--- src/rtl/axi4_burst_master_pkg.sv ---
// Shared types for the AXI4 burst master: FSM states, response codes, 4 KB limit.
// Pure declarations, no logic and no latency.
// Backpressure is not applicable; the package carries no handshakes.
package axi4_pkg;

  typedef enum logic [2:0] {
    IDLE   = 3'd0,
    W_ADDR = 3'd1,
    W_DATA = 3'd2,
    W_RESP = 3'd3,
    R_ADDR = 3'd4,
    R_DATA = 3'd5,
    DONE   = 3'd6
  } state_t;

  typedef logic [1:0] resp_t;

  localparam resp_t RESP_OKAY   = 2'b00;
  localparam resp_t RESP_EXOKAY = 2'b01;
  localparam resp_t RESP_SLVERR = 2'b10;
  localparam resp_t RESP_DECERR = 2'b11;

  localparam int BOUNDARY_4K = 4096;

  // Severity order matches the encoding, so the worst response is the larger code.
  function automatic resp_t worst_resp(input resp_t a, input resp_t b);
    return (a > b) ? a : b;
  endfunction

endpackage

--- src/rtl/axi4_burst_master.sv ---
// Single-outstanding AXI4 INCR initiator: one command becomes AW/W/B or AR/R traffic.
// Latency: AW/ARVALID one cycle after cmd accept; single-beat write gives done 4 cycles after accept.
// Backpressure: W and R data pass straight through (wd_ready=WREADY, RREADY=rd_ready); AW/AR held until ready.
// Optional 4 KB crossing check when AXI_BOUNDARY_CHK_EN is defined.
module axi4_burst_master
  import axi4_pkg::*;
#(
  parameter int DATA_WIDTH = 32,
  parameter int ADDR_WIDTH = 16
) (
  input  logic                  ACLK,
  input  logic                  ARESET,
  input  logic                  cmd_valid,
  output logic                  cmd_ready,
  input  logic                  cmd_write,
  input  logic [ADDR_WIDTH-1:0] cmd_addr,
  input  logic [7:0]            cmd_len,
  input  logic [2:0]            cmd_size,
  input  logic                  wd_valid,
  output logic                  wd_ready,
  input  logic [DATA_WIDTH-1:0] wd_data,
  output logic                  rd_valid,
  input  logic                  rd_ready,
  output logic [DATA_WIDTH-1:0] rd_data,
  output logic                  rd_last,
  output logic                  done,
  output logic [1:0]            done_resp,
  output logic [ADDR_WIDTH-1:0] AWADDR,
  output logic [7:0]            AWLEN,
  output logic [2:0]            AWSIZE,
  output logic                  AWVALID,
  input  logic                  AWREADY,
  output logic [DATA_WIDTH-1:0] WDATA,
  output logic                  WLAST,
  output logic                  WVALID,
  input  logic                  WREADY,
  input  logic [1:0]            BRESP,
  input  logic                  BVALID,
  output logic                  BREADY,
  output logic [ADDR_WIDTH-1:0] ARADDR,
  output logic [7:0]            ARLEN,
  output logic [2:0]            ARSIZE,
  output logic                  ARVALID,
  input  logic                  ARREADY,
  input  logic [DATA_WIDTH-1:0] RDATA,
  input  logic [1:0]            RRESP,
  input  logic                  RLAST,
  input  logic                  RVALID,
  output logic                  RREADY
);

  state_t                state, state_nxt;
  logic [ADDR_WIDTH-1:0] addr_q;
  logic [7:0]            len_q;
  logic [2:0]            size_q;
  logic [7:0]            cnt_q;
  resp_t                 resp_q;
  logic                  perr_q;
  logic                  last_beat;
  logic                  cross_4k;

  assign last_beat = (cnt_q == len_q);

`ifdef AXI_BOUNDARY_CHK_EN
  logic [19:0] burst_end;
  assign burst_end = {8'd0, cmd_addr[11:0]} + (({12'd0, cmd_len} + 20'd1) << cmd_size);
  assign cross_4k  = (burst_end > 20'(BOUNDARY_4K));
`else
  assign cross_4k = 1'b0;
`endif

  // The master never increments addresses; the slave walks the burst itself.
  assign AWADDR = addr_q;
  assign AWLEN  = len_q;
  assign AWSIZE = size_q;
  assign ARADDR = addr_q;
  assign ARLEN  = len_q;
  assign ARSIZE = size_q;

  // State register; async reset abandons any burst in flight.
  always_ff @(posedge ACLK or posedge ARESET) begin
    if (ARESET) state <= IDLE;
    else        state <= state_nxt;
  end

  // Next state and channel handshakes; data ports are combinational pass-throughs.
  always_comb begin
    state_nxt = state;
    cmd_ready = 1'b0;
    AWVALID   = 1'b0;
    WVALID    = 1'b0;
    WDATA     = '0;
    WLAST     = 1'b0;
    wd_ready  = 1'b0;
    BREADY    = 1'b0;
    ARVALID   = 1'b0;
    RREADY    = 1'b0;
    rd_valid  = 1'b0;
    rd_data   = '0;
    rd_last   = 1'b0;
    done      = 1'b0;
    done_resp = RESP_OKAY;
    case (state)
      IDLE: begin
        cmd_ready = ~ARESET;
        if (cmd_valid && !ARESET) begin
          if (cross_4k)       state_nxt = DONE;
          else if (cmd_write) state_nxt = W_ADDR;
          else                state_nxt = R_ADDR;
        end
      end
      W_ADDR: begin
        AWVALID = 1'b1;
        if (AWREADY) state_nxt = W_DATA;
      end
      W_DATA: begin
        WVALID   = wd_valid;
        WDATA    = wd_data;
        WLAST    = last_beat;
        wd_ready = WREADY;
        if (wd_valid && WREADY && last_beat) state_nxt = W_RESP;
      end
      W_RESP: begin
        BREADY = 1'b1;
        if (BVALID) state_nxt = DONE;
      end
      R_ADDR: begin
        ARVALID = 1'b1;
        if (ARREADY) state_nxt = R_DATA;
      end
      R_DATA: begin
        RREADY   = rd_ready;
        rd_valid = RVALID;
        rd_data  = RDATA;
        rd_last  = RLAST;
        if (RVALID && rd_ready && RLAST) state_nxt = DONE;
      end
      DONE: begin
        done      = 1'b1;
        done_resp = perr_q ? RESP_SLVERR : resp_q;
        state_nxt = IDLE;
      end
      default: state_nxt = IDLE;
    endcase
  end

  // Capture command fields, count beats and accumulate the worst burst response.
  always_ff @(posedge ACLK or posedge ARESET) begin
    if (ARESET) begin
      addr_q <= '0;
      len_q  <= '0;
      size_q <= '0;
      cnt_q  <= '0;
      resp_q <= RESP_OKAY;
      perr_q <= 1'b0;
    end else begin
      case (state)
        IDLE: begin
          if (cmd_valid) begin
            addr_q <= cmd_addr;
            len_q  <= cmd_len;
            size_q <= cmd_size;
            cnt_q  <= '0;
            resp_q <= cross_4k ? RESP_SLVERR : RESP_OKAY;
            perr_q <= 1'b0;
          end
        end
        W_DATA: begin
          if (wd_valid && WREADY) cnt_q <= cnt_q + 8'd1;
        end
        W_RESP: begin
          if (BVALID) resp_q <= worst_resp(resp_q, BRESP);
        end
        R_DATA: begin
          if (RVALID && rd_ready) begin
            cnt_q  <= cnt_q + 8'd1;
            resp_q <= worst_resp(resp_q, RRESP);
            // A slave whose RLAST disagrees with the commanded length is flagged as SLVERR.
            if (RLAST != last_beat) perr_q <= 1'b1;
          end
        end
        default: ;
      endcase
    end
  end

endmodule

--- config.mk ---
export PLATFORM = sky130hd
export DESIGN_NAME = axi4_burst_master
export DESIGN_NICKNAME = d
export VERILOG_FILES = /design/src/rtl/axi4_burst_master_pkg.sv /design/src/rtl/axi4_burst_master.sv
export SDC_FILE = /design/constraint.sdc
export NUM_CORES = 1
export LEC_CHECK = 0
export BUFFER_PORTS_ARGS = -buffer_cell sky130_fd_sc_hd__buf_2
export CAP_MARGIN = 10
export CORE_MARGIN = 5
export CORE_UTILIZATION = 39
export CTS_CLUSTER_DIAMETER = 80
export DETAILED_ROUTE_END_ITERATION = 10
export GPL_TIMING_DRIVEN = 0
export HOLD_SLACK_MARGIN = 0.05
export PLACE_DENSITY = 0.8
export SLEW_MARGIN = 25
export SYNTH_ARGS = -nofsm -noshare
export SYNTH_HDL_FRONTEND = slang
export SYNTH_SLANG_ARGS = --single-unit
--- constraint.sdc ---
create_clock -name ACLK -period 2 [get_ports ACLK]
set_input_delay 0.4 -clock ACLK [delete_from_list [all_inputs] [get_ports ACLK]]
set_output_delay 0.4 -clock ACLK [all_outputs]
set_load 0.02 [all_outputs]
== Word level (Yosys, flattened, before mapping) ==
Cells that the tools add are included.
Word-level totals
  flip-flop bits (word level): 41
  input bits: 107
  output and inout port bits: 131
  word-level logic and storage cells: 83
Operators by class
  add/subtract/negate cells: 1
  $lt $le $gt $ge: 2
  eq/ne operators: 20
  mux-type cells: 37
  bitwise gates (word level): 1
  reductions and logical operators: 15
Operators with widths (number)
  two-way mux 32 bit: 2
  two-way mux 8 bit: 3
  != test 2 bit (second input constant): 12
  case mux 8 bit (3 select lines): 1
  two-way mux 3 bit: 7
  case mux 3 bit (6 select lines): 1
  two-way mux 1 bit: 14
  two-way mux 2 bit: 7
  AND reduction 6 bit: 2
  equality test 3 bit (second input constant): 3
  adder 8 x 1 -> 8 bit (second input constant): 1
  equality test 8 bit: 1
  AND reduction 4 bit: 2
  equality test 3 x 2 -> 1 bit (second input constant): 2
  case mux 2 bit (3 select lines): 1
  nonzero test 3 bit: 2
  logical AND 1 bit: 5
  greater-than comparator 2 bit: 2
  equality test 3 x 1 -> 1 bit (second input constant): 1
  zero test 3 bit: 1
  case mux 1 bit (2 select lines): 1
  AND reduction 2 bit: 1
  nonzero test 2 bit: 1
  zero test 1 bit: 1
  other kinds (2): 2

== Longest topological paths before layout ==
  depth after elaboration: 5
  mapped depth: 7
  mapped depth without buffers: 7

== Worst setup path after synthesis ==
Ideal clock, no wire load.
  kind: flip-flop to output port
  start point: reg state[0]
  end point: out rd_data[11]
  arrival: 1.432 ns
  required time: 1.600 ns
  slack: 0.168 ns
  stages on the path, launching flop included: 7
  buffers on the path: 4
  cell sequence: dfrtp_1 buf_6 and3b_1 buf_6 clkbuf_1 clkbuf_1 and2_1
On the way
  longest elaborated chain between the ends: 2
Ends and longest elaborated chain
  from (decl): RTL line axi4_burst_master.sv:52  | state_t state, state_nxt;
  from (signal assigned): RTL line axi4_burst_master.sv:83  | else state <= state_nxt;
  equality test 3 bit: RTL line axi4_burst_master.sv:103  | case (state)
  two-way mux 32 bit: RTL line axi4_burst_master.sv:103
  to (decl): RTL line axi4_burst_master.sv:24  | output logic [DATA_WIDTH-1:0] rd_data,
Every way passes these cells.

== Worst setup path after layout ==
  start point: reg len_q[7], in the netlist ARLEN[7]
  end point: out WLAST
On the way
  longest elaborated chain between the ends: 2
Ends and longest elaborated chain
  from (decl): RTL line axi4_burst_master.sv:54  | logic [7:0] len_q;
  from (signal assigned): RTL line axi4_burst_master.sv:161  | len_q <= cmd_len;
  equality test 8 bit: RTL line axi4_burst_master.sv:62  | assign last_beat = (cnt_q == len_q);
  two-way mux 1 bit: RTL line axi4_burst_master.sv:103
  to (decl): RTL line axi4_burst_master.sv:34  | output logic WLAST,
Every way passes these cells.

==> summary.md <==
| Metric | Value |
|---|---|
| Fmax | 482 MHz |
| Commonest cells post-synth | and2_1 (71), dfrtp_1 (41), buf_4 (29) |
| Vias in the first global route | 3355 |
| Max VDD drop | 0.723 mV |
| Die Wd | 94.5 µm |
| Clk_lat worst skew | 0.29 ns |
| Slowest cell on the critical path | dfrtp_1 |
| Core area | 6870 µm² |
| Inst Count DP | 619 |
| # rows | 30 |
| Share of post-route cells with drive strength above 1 | 73.5% |
| Clock power frac | 7.3% |
| First-pass detailed-route iteration total | 4 |
| Setup crit end kind | output pin |
| Mapped Cells | 285 |
| Die area | 8930 µm² |
| Synth area leader | dfrtp_1 |
| Critical Path AT | 1.68 ns |
| Fin cells | 654 |
| Fin nets | 669 |
| Placer's final routability congestion estimate | 0.806 |
| Final wirelength | 11200 µm |
| Relative slew slack | 74.4% |
| Cell chain of the critical path | xor2_1 > nor4_1 > nand2_1 > nor2_4 > buf_6 |
| Hold Path Class | in2async |
| Worst Clk Skew | 0.00973 ns |
| Fin Setup TNS | -1.18 ns |
| Combinational share of power | 71.6% |
| Per-cell routed wire length | 17.1 µm |
| Outcome | finished, violations left |
| Async SR Flop Fraction | 100% |
| Synth cell types | 41 |
| Synth top area share | 36.8% |
| RSZ-0062 raised after global routing | yes |
| Mapped Area | 2790 µm² |
| Ys flop type | dfrtp_1 |
| Clk root buf | clkbuf_8 |
| Worst path max stage delay | 0.42 ns |
| I/O pin cnt | 238 |
| Clock sinks | 41 |
| CP max FO | 4 |
| CTS tree | yes |
| Number of synthesized register bits | 41 |
| Max Root-Sink Buffers | 2 |
| Critical Path Source Type | register |
| Initial antenna violation count | 0 |
| Internal power consumption | 4.02 mW |
| Worst Max-Slew Pin Slew | 0.384 ns |
| Initial Utilization | 40.5% |
| Leakage | 2.74 nW |
| First-pass GRT wire length | 16400 µm |
| HPWL after detailed placement | 7790 µm |
| Sequential cell area fraction in the yosys report | 36.8% |
| Vias per cell | 4.78 |
| Layout area overhead | 81.2% |
| Chip height | 94.5 µm |
| # DRC | 0 |
| Final ANT Viol Nets | 0 |
| Max_cap viols | 0 |
| Final min period | 2.08 ns |
| DR vias | 3127 |
| Total power | 7.21 mW |
| CTS Buf Count | 5 |
| Most common cell in the synthesized netlist | and2_1 |
| ANT cells | 0 |
| H-Tree Depth | 2 |
| Failing checks | setup timing |
| Worst-path clk slew | 0.08 ns |
| CP bufs+invs | 1 |
| PD cells | 1430 nW/µm² |
| Reg power frac | 21.0% |
| Final setup violation count | 34 |
| Worst path required time | 1.60 ns |
| Sw Pwr | 3.19 mW |
| Syn Nets | 397 |
| Mapped Avg Cell Area | 9.77 µm² |
| EDFF count, synth | 0 |
| Port Buffers | 237 |
| Final period utilization | 104% |
| Hold Vio Cnt, Final | 0 |
| Pin count of the biggest net entering global routing | 28 |
| Sw Share | 44.3% |
| Total GRT Usage | 23.4% |
| Max-slew violation count | 0 |
| Synth warn | 0 |
| DRT iter0 DRCs | 91 |
| Fill count | 512 |
| CP delay by family, top | simple AND/OR/NAND/NOR gates |
| Worst setup margin | -0.0761 ns |
| Total gr overflow | 0 |
| WS Path Type | reg2out |
| Synth top area cells | dfrtp_1 (37%), and2_1 (16%), mux2_2 (11%), buf_4 (7.8%), xor2_1 (3.1%) |
==> through the flow <==
| stage | hold slack (ns) | utilization (%) | setup slack (ns) | area, µm² |
|---|---|---|---|---|
| after detailed placement | 0.413 | 59.9 | -0.242 | 4110 |
| final | 0.0840 | 73.5 | -0.0761 | 5050 |
| after floorplan | 0.500 | - | 0.168 | 2790 |
| after global placement | 0.511 | 59.6 | -0.204 | 4090 |
| after global routing | 0.113 | 73.5 | -0.198 | 5050 |
| after CTS | 0.0911 | 71.9 | -0.0602 | 4940 |
==> kinds of logic (layout without fill, tap and decap cells) <==
group	after synthesis	count (layout)	synth area share (%)
fa+ha+maj	5	5	2.25
simple gates	124	124	27.1
buf+inv	50	323	11.6
xor+xnor	11	11	3.46
flops	41	41	36.8
mux	31	31	12.4
compound gates	23	23	6.24
==> path summary, 6_finish.rpt <==
check / start / to / slack, ns / cells past startpoint
max in group asynchronous: ARESET / ARLEN[0]$_DFFE_PP0P_ / 1.45 / 3
min in group ACLK: cmd_addr[15] / ARADDR[15]$_DFFE_PP0P_ / 0.33 / 2
max: ARLEN[7]$_DFFE_PP0P_ / WLAST / -0.08 / 5
min reg2reg: ARADDR[5]$_DFFE_PP0P_ / ARADDR[5]$_DFFE_PP0P_ / 0.54 / 1
min: ARESET / state[1]$_DFFE_PP0P_ / 0.08 / 2
max reg2reg: state[0]$_DFFE_PP0P_ / state[2]$_DFFE_PP0P_ / 0.05 / 7
==> timing repair <==
| action | CTS | global route |
|---|---|---|
| pin swaps | 55 | 9 |
| gates cloned | 7 | 1 |
| hold buffers | 0 | 0 |
| endpoints found under the setup margin | 70 | 101 |
| setup buffers | 12 | 9 |
| resized for setup | 194 | 27 |
==> worst register-to-register path: stages (launching register included) <==
cell and delay [ns]:
dfrtp_2 0.45, buf_6 0.15, buf_4 0.13, nor3b_1 0.25, a2111o_1 0.16, o221ai_1 0.19
or4_1 0.46, nand3_1 0.10
==> state kept, by name (all words and copies together), names as in the netlist <==
register	flops
ARADDR	16
ARLEN	8
ARSIZE	3
cnt_q	8
perr_q	1
resp_q	2
state	3
==> power by group through the flow <==
stage	logic, mW	registers, mW	clock network, mW
final	5.17	1.52	0.529
after global routing	5.47	1.58	0.573
after CTS	4.95	1.51	0.544
after detailed placement	4.11	1.53	0
after global placement	4.03	1.50	0
after floorplan	2.52	1.82	0
==> layout by cell type, fill, tap and decap left out, drive strengths merged, types with 2 or more instances in the layout <==
| master | count |
|---|---|
| and3 | 3 |
| o21ai | 10 |
| buf | 306 |
| a22oi | 2 |
| nand2 | 12 |
| dfrtp | 41 |
| inv | 6 |
| nor3b | 3 |
| mux2 | 29 |
| nor2 | 14 |
| nand3 | 2 |
| clkbuf | 8 |
| and3b | 2 |
| clkinv | 2 |
| nor2b | 3 |
| nand2b | 4 |
| and2 | 71 |
| xor2 | 10 |
| nor4 | 3 |
| o31ai | 3 |
| ha | 5 |
| nor3 | 2 |
| mux2i | 2 |
==> routing by layer <==
metal | vias up | global-route usage [%] | wire length (µm)
li1 | 1466 | - | -
met1 | 1466 | 25.6 | 4040
met2 | 174 | 44.4 | 6020
met3 | 21 | 6.14 | 950
met4 | 0 | 6.13 | 189
met5 | - | 0 | 0
==> layout make-up <==
| cell class | instances | area, µm² | share of cell area [%] |
|---|---|---|---|
| sequential | 41 | 1030 | 20.4 |
| buffer | 42 | 374 | 7.41 |
| multi-input combinational | 194 | 1590 | 31.4 |
| timing repair buffer | 267 | 1830 | 36.3 |
| clock buffer | 5 | 68.8 | 1.36 |
| inverter | 6 | 22.5 | 0.446 |
| tap | 96 | 120 | 2.38 |
| clock inverter | 3 | 17.5 | 0.347 |
(Power assumes the default switching activity.)
